File: src/rtl/arm_mc_controller.sv
// Control unit for the multicycle ARM datapath.
// Sequences each instruction through FETCH/DECODE and the class-specific
// execute states, keeps the NZCV flag register and evaluates the condition
// field. Every datapath select and write enable is a combinational function
// of the current state and the instruction register contents.
module arm_mc_controller (
   input  logic        clk,
   input  logic        rst,
   input  logic [31:0] Instr,
   input  logic [3:0]  ALUFlags,
   output logic        PCWrite,
   output logic        IRWrite,
   output logic        MemWrite,
   output logic        RegWrite,
   output logic        AdrSrc,
   output logic [1:0]  RegSrc,
   output logic        ALUSrcA,
   output logic [1:0]  ALUSrcB,
   output logic [1:0]  ResultSrc,
   output logic [1:0]  ImmSrc,
   output logic [1:0]  ALUControl,
   output logic [3:0]  Flags,
   output logic [3:0]  State
);

   typedef enum logic [3:0] {
      FETCH  = 4'd0,
      DECODE = 4'd1,
      MEMADR = 4'd2,
      MEMRD  = 4'd3,
      MEMWB  = 4'd4,
      MEMWR  = 4'd5,
      EXECR  = 4'd6,
      EXECI  = 4'd7,
      ALUWB  = 4'd8,
      BRANCH = 4'd9
   } state_t;

   state_t     state_q;
   logic [3:0] flags_q;
   logic [3:0] flags_d;

   // Instruction fields
   logic [3:0] cond;
   logic [1:0] op;
   logic       funct_i;
   logic [3:0] cmd;
   logic       s_bit;
   logic [3:0] rd;

   assign cond    = Instr[31:28];
   assign op      = Instr[27:26];
   assign funct_i = Instr[25];
   assign cmd     = Instr[24:21];
   assign s_bit   = Instr[20];   // S for data processing, L for memory
   assign rd      = Instr[15:12];

   // Register numbers and immediates are datapath business, not ours.
   logic unused_instr_bits;
   assign unused_instr_bits = ^{Instr[19:16], Instr[11:0]};

   // Instruction class decode
   logic is_dp, is_mem, is_br;
   logic cmd_add, cmd_sub, cmd_cmp, cmd_and, cmd_orr, dp_known;
   logic rd_is_pc;

   assign is_dp    = (op == 2'b00);
   assign is_mem   = (op == 2'b01);
   assign is_br    = (op == 2'b10);

   assign cmd_add  = (cmd == 4'b0100);
   assign cmd_sub  = (cmd == 4'b0010);
   assign cmd_cmp  = (cmd == 4'b1010);
   assign cmd_and  = (cmd == 4'b0000);
   assign cmd_orr  = (cmd == 4'b1100);
   assign dp_known = cmd_add | cmd_sub | cmd_cmp | cmd_and | cmd_orr;

   assign rd_is_pc = (rd == 4'hF);

   // RegSrc/ImmSrc follow the instruction class in every state so the
   // register file and extender are already set up while decoding.
   assign RegSrc = is_br  ? 2'b01 :
                   is_mem ? 2'b10 : 2'b00;
   assign ImmSrc = is_br  ? 2'b10 :
                   is_mem ? 2'b01 : 2'b00;

   // Condition check against the stored flags
   logic flag_n, flag_z, flag_v;
   logic cond_ex;

   assign flag_n = flags_q[3];
   assign flag_z = flags_q[2];
   assign flag_v = flags_q[0];

   // Evaluate the condition field; unlisted codes always execute
   always_comb begin
      cond_ex = 1'b1;
      case (cond)
         4'b0000: cond_ex = flag_z;
         4'b0001: cond_ex = ~flag_z;
         4'b1010: cond_ex = (flag_n == flag_v);
         4'b1011: cond_ex = (flag_n != flag_v);
         4'b1100: cond_ex = ~flag_z & (flag_n == flag_v);
         4'b1101: cond_ex = flag_z | (flag_n != flag_v);
         default: cond_ex = 1'b1;
      endcase
   end

   // ALU operation for the execute states
   logic [1:0] dp_alu_ctl;

   // Map the data-processing command to the ALU operation
   always_comb begin
      dp_alu_ctl = 2'b00;
      if (cmd_sub || cmd_cmp) dp_alu_ctl = 2'b01;
      else if (cmd_and)       dp_alu_ctl = 2'b10;
      else if (cmd_orr)       dp_alu_ctl = 2'b11;
   end

   // Flag update captured on the edge leaving an execute state; logical
   // operations leave C and V alone.
   always_comb begin
      flags_d = flags_q;
      if (state_q == EXECR || state_q == EXECI) begin
         if ((s_bit && (cmd_add || cmd_sub)) || cmd_cmp)
            flags_d = ALUFlags;
         else if (s_bit && (cmd_and || cmd_orr))
            flags_d = {ALUFlags[3:2], flags_q[1:0]};
      end
   end

   // Instruction sequencer and flag register; reset abandons any
   // partially executed instruction.
   always_ff @(posedge clk) begin
      if (rst) begin
         state_q <= FETCH;
         flags_q <= 4'b0000;
      end else begin
         flags_q <= flags_d;
         case (state_q)
            FETCH:  state_q <= DECODE;
            DECODE: begin
               if (!cond_ex)               state_q <= FETCH;
               else if (is_mem)            state_q <= MEMADR;
               else if (is_br)             state_q <= BRANCH;
               else if (is_dp && dp_known) state_q <= funct_i ? EXECI : EXECR;
               else                        state_q <= FETCH;
            end
            MEMADR: state_q <= s_bit ? MEMRD : MEMWR;
            MEMRD:  state_q <= MEMWB;
            MEMWB:  state_q <= FETCH;
            MEMWR:  state_q <= FETCH;
            EXECR:  state_q <= cmd_cmp ? FETCH : ALUWB;
            EXECI:  state_q <= cmd_cmp ? FETCH : ALUWB;
            ALUWB:  state_q <= FETCH;
            BRANCH: state_q <= FETCH;
            default: state_q <= FETCH;
         endcase
      end
   end

   // Write enables before reset gating
   logic pc_we, ir_we, mem_we, reg_we;

   // Per-state datapath controls; anything not set for a state stays 0
   always_comb begin
      pc_we      = 1'b0;
      ir_we      = 1'b0;
      mem_we     = 1'b0;
      reg_we     = 1'b0;
      AdrSrc     = 1'b0;
      ALUSrcA    = 1'b0;
      ALUSrcB    = 2'b00;
      ResultSrc  = 2'b00;
      ALUControl = 2'b00;
      case (state_q)
         FETCH: begin
            // Read instruction at PC, PC <= PC+4
            AdrSrc    = 1'b0;
            ir_we     = 1'b1;
            ALUSrcA   = 1'b1;
            ALUSrcB   = 2'b10;
            ResultSrc = 2'b10;
            pc_we     = 1'b1;
         end
         DECODE: begin
            // PC+4 again gives PC+8 for R15 reads, nothing written
            ALUSrcA   = 1'b1;
            ALUSrcB   = 2'b10;
            ResultSrc = 2'b10;
         end
         MEMADR: begin
            ALUSrcA = 1'b0;
            ALUSrcB = 2'b01;
         end
         MEMRD: begin
            AdrSrc    = 1'b1;
            ResultSrc = 2'b00;
         end
         MEMWB: begin
            ResultSrc = 2'b01;
            pc_we     = rd_is_pc;
            reg_we    = ~rd_is_pc;
         end
         MEMWR: begin
            AdrSrc    = 1'b1;
            ResultSrc = 2'b00;
            mem_we    = 1'b1;
         end
         EXECR: begin
            ALUSrcA    = 1'b0;
            ALUSrcB    = 2'b00;
            ALUControl = dp_alu_ctl;
         end
         EXECI: begin
            ALUSrcA    = 1'b0;
            ALUSrcB    = 2'b01;
            ALUControl = dp_alu_ctl;
         end
         ALUWB: begin
            ResultSrc = 2'b00;
            pc_we     = rd_is_pc;
            reg_we    = ~rd_is_pc;
         end
         BRANCH: begin
            // A holds PC+8 because RegSrc[0] selects R15 for RA1
            ALUSrcA   = 1'b0;
            ALUSrcB   = 2'b01;
            ResultSrc = 2'b10;
            pc_we     = 1'b1;
         end
         default: begin
            pc_we = 1'b0;
         end
      endcase
   end

   // No architectural state may change while reset is held
   assign PCWrite  = pc_we  & ~rst;
   assign IRWrite  = ir_we  & ~rst;
   assign MemWrite = mem_we & ~rst;
   assign RegWrite = reg_we & ~rst;

   assign Flags = flags_q;
   assign State = state_q;

endmodule
File: config.mk
export PLATFORM = sky130hd
export DESIGN_NAME = arm_mc_controller
export DESIGN_NICKNAME = d
export VERILOG_FILES = /design/src/rtl/arm_mc_controller.sv
export SDC_FILE = /design/constraint.sdc
export NUM_CORES = 1
export LEC_CHECK = 0
export CAP_MARGIN = 15
export CORE_MARGIN = 1.5
export CORE_UTILIZATION = 32
export DETAILED_ROUTE_END_ITERATION = 8
export GPL_ROUTABILITY_DRIVEN = 1
export PLACE_DENSITY = 0.79
export SLEW_MARGIN = 10
export SYNTH_ARGS = -nofsm -noshare
export SYNTH_HDL_FRONTEND = slang
export SYNTH_SLANG_ARGS = --single-unit
File: constraint.sdc
create_clock -name clk -period 2 [get_ports clk]
set_input_delay 0.6 -clock clk [delete_from_list [all_inputs] [get_ports clk]]
set_output_delay 0.6 -clock clk [all_outputs]
set_load 0.05 [all_outputs]
==> out/summary.log, run 1 <==
INFO  run_status     status=complete, but fails checks
INFO  run_status     violations=negative setup slack
INFO  cells_and_area flow.area_growth_from_synthesis=137%
INFO  clock_network  numCtsBuffers=3
INFO  clock_network  clock_latency=0.27ns
INFO  die            top_level_ports=62
INFO  place          place.detailed.instances=186
INFO  power_and_ir_drop power=0.000733W
INFO  setup_path     path_delay_family=simple AND/OR/NAND/NOR gates
INFO  power_and_ir_drop powerDensity=407nW/um^2
INFO  timing         final_setup_violation_count=3
INFO  yosys          warnings_synthesis=0
INFO  global_routing largest_net_degree_at_the_start_of_global_routing=11
INFO  yosys          syn_inst=99
INFO  yosys          main_combinational_cell_family_by_area_after_synthesis=simple AND/OR/NAND/NOR gates
INFO  cells_and_area nFillCells=126
INFO  timing         timing.max_slew.rel_slack=79.6%
INFO  setup_path     start_kind=register
INFO  setup_path     critical_path.max_fanout=6
INFO  detailed_routing drtAntennaViolNets=0
INFO  global_routing gr-total-overflow=0
INFO  clock_network  clk_pin_slew_worst_paths=0.06ns
INFO  timing         period_utilization=104%
INFO  clock_network  clock_sink_count=8
INFO  power_and_ir_drop p_leak=0.743nW
INFO  timing         setup_repair_after_global_routing_missed_its_margin=true
INFO  yosys          netlist-cell-type-count=41
INFO  yosys          fraction_of_synthesized_area_in_multiplexers=5.28%
INFO  setup_path     crit_chain=or2b_1, a21bo_1, nor4_4, buf_12
INFO  die            placeableCoreArea=2230um^2
INFO  detailed_routing route.vias.total=1063
INFO  yosys          synth_compound_gate_area_share=23.4%
INFO  timing         maxSlewViolCount=0
INFO  clock_network  clockRootBuffer=clkbuf_4
INFO  timing         fmax=482MHz
INFO  clock_network  clk_path_buf_depth=2
INFO  yosys          post_synth_fa_ha_maj_area_fraction=0%
INFO  clock_network  cts_tree=done
INFO  setup_path     timing.critical_path.to_type=output pin
INFO  worst_hold_path hold_path_class=reg2reg
INFO  global_routing via_count_of_the_first_global_routing_pass=1073
INFO  timing         worst_slew_pin_slew=0.305ns
INFO  yosys          syn_area=758um^2
INFO  yosys          postSynthRegisterBits=8
INFO  die            floorplan.die_area=2670um^2
INFO  place          numPortBuffers=45
INFO  global_routing antenna_found_initial=0
INFO  setup_path     crit_buf_inv=1
INFO  clock_network  cts.htree.levels=1
INFO  global_routing grt_first_pass_wirelength=4830um
INFO  detailed_routing dr.pass1.iters=4
INFO  place          dp_worst_setup_slack=-0.471ns
INFO  timing         holdWs=0.556ns
INFO  cells_and_area area_used_by_multi_input_combinational_logic=684um^2
INFO  die            rows=17
INFO  cells_and_area final_nets=209
INFO  cells_and_area antenna_cells_inserted=0
INFO  yosys          synth_fp_nets=137
INFO  cells_and_area sequential_cell_area=175um^2
INFO  yosys          sequential_fraction_of_the_synthesis_area=21.1%
INFO  power_and_ir_drop irDropWorstVdd=0.298mV
INFO  setup_path     critical_path.max_stage_delay=0.39ns
INFO  setup_path     worst-setup-path-type=reg2out
INFO  yosys          post_synth_and_or_nand_nor_area_fraction=34.7%
INFO  timing         final.setup.worst_slack=-0.0759ns
INFO  detailed_routing dr.first_iter.drc_count=26
INFO  place          routabilityCongestion=0.794
INFO  setup_path     slowest_stage=dfxtp_4
INFO  detailed_routing drcViolationCount=0
INFO  job            maxCapViolCount=0
INFO  cells_and_area share_of_final_layout_standard_cells_stronger_than_drive_strength_1=54.1%
INFO  setup_path     worstPathRequired=1.40ns
INFO  timing         final-hold-violation-count=0
INFO  detailed_routing post_drt_wl_per_cell=15.8um
INFO  detailed_routing totalWireLength=3130um
INFO  global_routing gr-usage-all-layers=24.6%
INFO  yosys          avgSynthCellArea=7.66um^2
INFO  yosys          yosys.area_share.xor_xnor=4.62%
INFO  cells_and_area final_cell_mix=35 x buf_4, 17 x buf_12, 10 x nor2_1, 10 x clkdlybuf4s50_1, 9 x buf_6
INFO  timing         fin_worst_skew=0.00801ns
INFO  timing         finalWorstPathRequiredPeriod=2.08ns
INFO  cells_and_area final-instance-count-excl-fill=198
INFO  die            starting_density_of_the_core=33.9%
INFO  detailed_routing vias_per_cell=5.37
INFO  die            die_w=51.7um
INFO  die            floorplan.die.height=51.7um
INFO  setup_path     cp_data_arrival_time=1.48ns
INFO  place          place.detailed.hpwl=2060um
INFO  cells_and_area mostFrequentLayoutCell=buf_4
## timing repair
| item | in CTS | in global routing |
|---|---|---|
| hold buffers | 0 | 0 |
| gates resized for setup | 46 | 10 |
| setup buffers | 7 | 1 |
| endpoints found under the setup margin | 17 | 11 |
| pin swaps | 9 | 6 |
## Yosys cell counts (all sizes together)
cell,number,area (um^2)
nor2,12,45.0
buf,9,63.8
dfxtp,8,160
nor3,7,35.0
nor2b,5,31.3
o21ai,5,25.0
a21oi,4,23.8
mux2i,4,40.0
inv,3,11.3
nand2,3,11.3
nand2b,3,18.8
nand3b,3,22.5
o22ai,3,18.8
xnor2,3,26.3
a21o,2,15.0
clkbuf,2,7.51
or3,2,12.5
or4,2,15.0
a2111oi,1,27.5
a211oi,1,7.51
a21bo,1,10.0
a221oi,1,8.76
a22o,1,8.76
a31oi,1,6.26
a41o,1,10.0
a41oi,1,8.76
and2,1,6.26
and4b,1,10.0
nand4,1,6.26
nand4b,1,8.76
nor3b,1,7.51
nor4,1,6.26
o211ai,1,7.51
or2b,1,7.51
or3b,1,8.76
or4b,1,10.0
xor2,1,8.76
## worst reg2reg max path, cell delays in order, from the launching register on
cell and delay (ns):
dfxtp_4 0.39, nor2b_4 0.18, nand3b_1 0.10, buf_6 0.14, buf_4 0.14, a2111oi_4 0.37
mux2i_1 0.22, nor2_1 0.05
## path summary, 6_finish.rpt
| kind | cells past startpoint | start | slack (ns) | end |
|---|---|---|---|---|
| worst max-delay path | 4 | State[2] | -0.08 | RegWrite |
| worst min-delay path | 2 | Flags[3] | 0.56 | Flags[3] |
| worst max register to register | 7 | State[2] | 0.30 | Flags[2] |
| worst min register to register | 2 | Flags[3] | 0.56 | Flags[3] |
## cell families (layout without fill, tap and decap cells)
family	count (synthesis)	in the layout
AOI/OAI and AO/OA	23	23
and+or+nand+nor	46	46
muxes	4	4
buffers and inverters	14	85
xor gates and xnor gates	4	4
DFF	8	8
## layout make-up
cell class	count	area share, %
timing repair buffer	78	47.9
multi-input combinational	77	38.0
sequential	8	9.74
tap	28	1.95
clock buffer	4	1.46
inverter	3	0.904
## power breakdown
group	total [W]	leakage, nW	switching [W]	internal, W
Clock	0.000138	0.0150	0.0000617	0.0000767
Sequential	0.000177	0.0677	0.0000128	0.000164
Combinational	0.000418	0.660	0.000214	0.000204
## state kept, by name, indices dropped and copies added (netlist names)
signal and cells:
Flags 4, State 4
## through the flow
step / util [%] / instance area (um^2) / setup TNS (ns)
floorplan: - / 925 / -0.940
global placement: 73.2 / 1640 / -4.50
detailed placement: 73.2 / 1640 / -4.85
CTS: 79.6 / 1780 / -0.102
global route: 80.6 / 1800 / -0.386
finish: 80.6 / 1800 / -0.161
## metal layers
metal / GRT usage (%) / wire length (um) / vias up
met5: 0 / 0 / -
met4: 11.8 / 138 / 0
met3: 5.46 / 134 / 14
met2: 43.4 / 1670 / 41
met1: 27.8 / 1190 / 505
li1: - / - / 503
Note: power is estimated with default switching activity, not from simulation.
==> run 2, diff against run 1 <==
--- a/config.mk
+++ b/config.mk
@@ -8,6 +8,7 @@
 export CAP_MARGIN = 15
 export CORE_MARGIN = 1.5
 export CORE_UTILIZATION = 32
+export CTS_CLUSTER_DIAMETER = 200
 export DETAILED_ROUTE_END_ITERATION = 8
 export GPL_ROUTABILITY_DRIVEN = 1
 export PLACE_DENSITY = 0.79
==> results of run 2 <==
Final layout, timing and power as in run 1 (identical DEF).
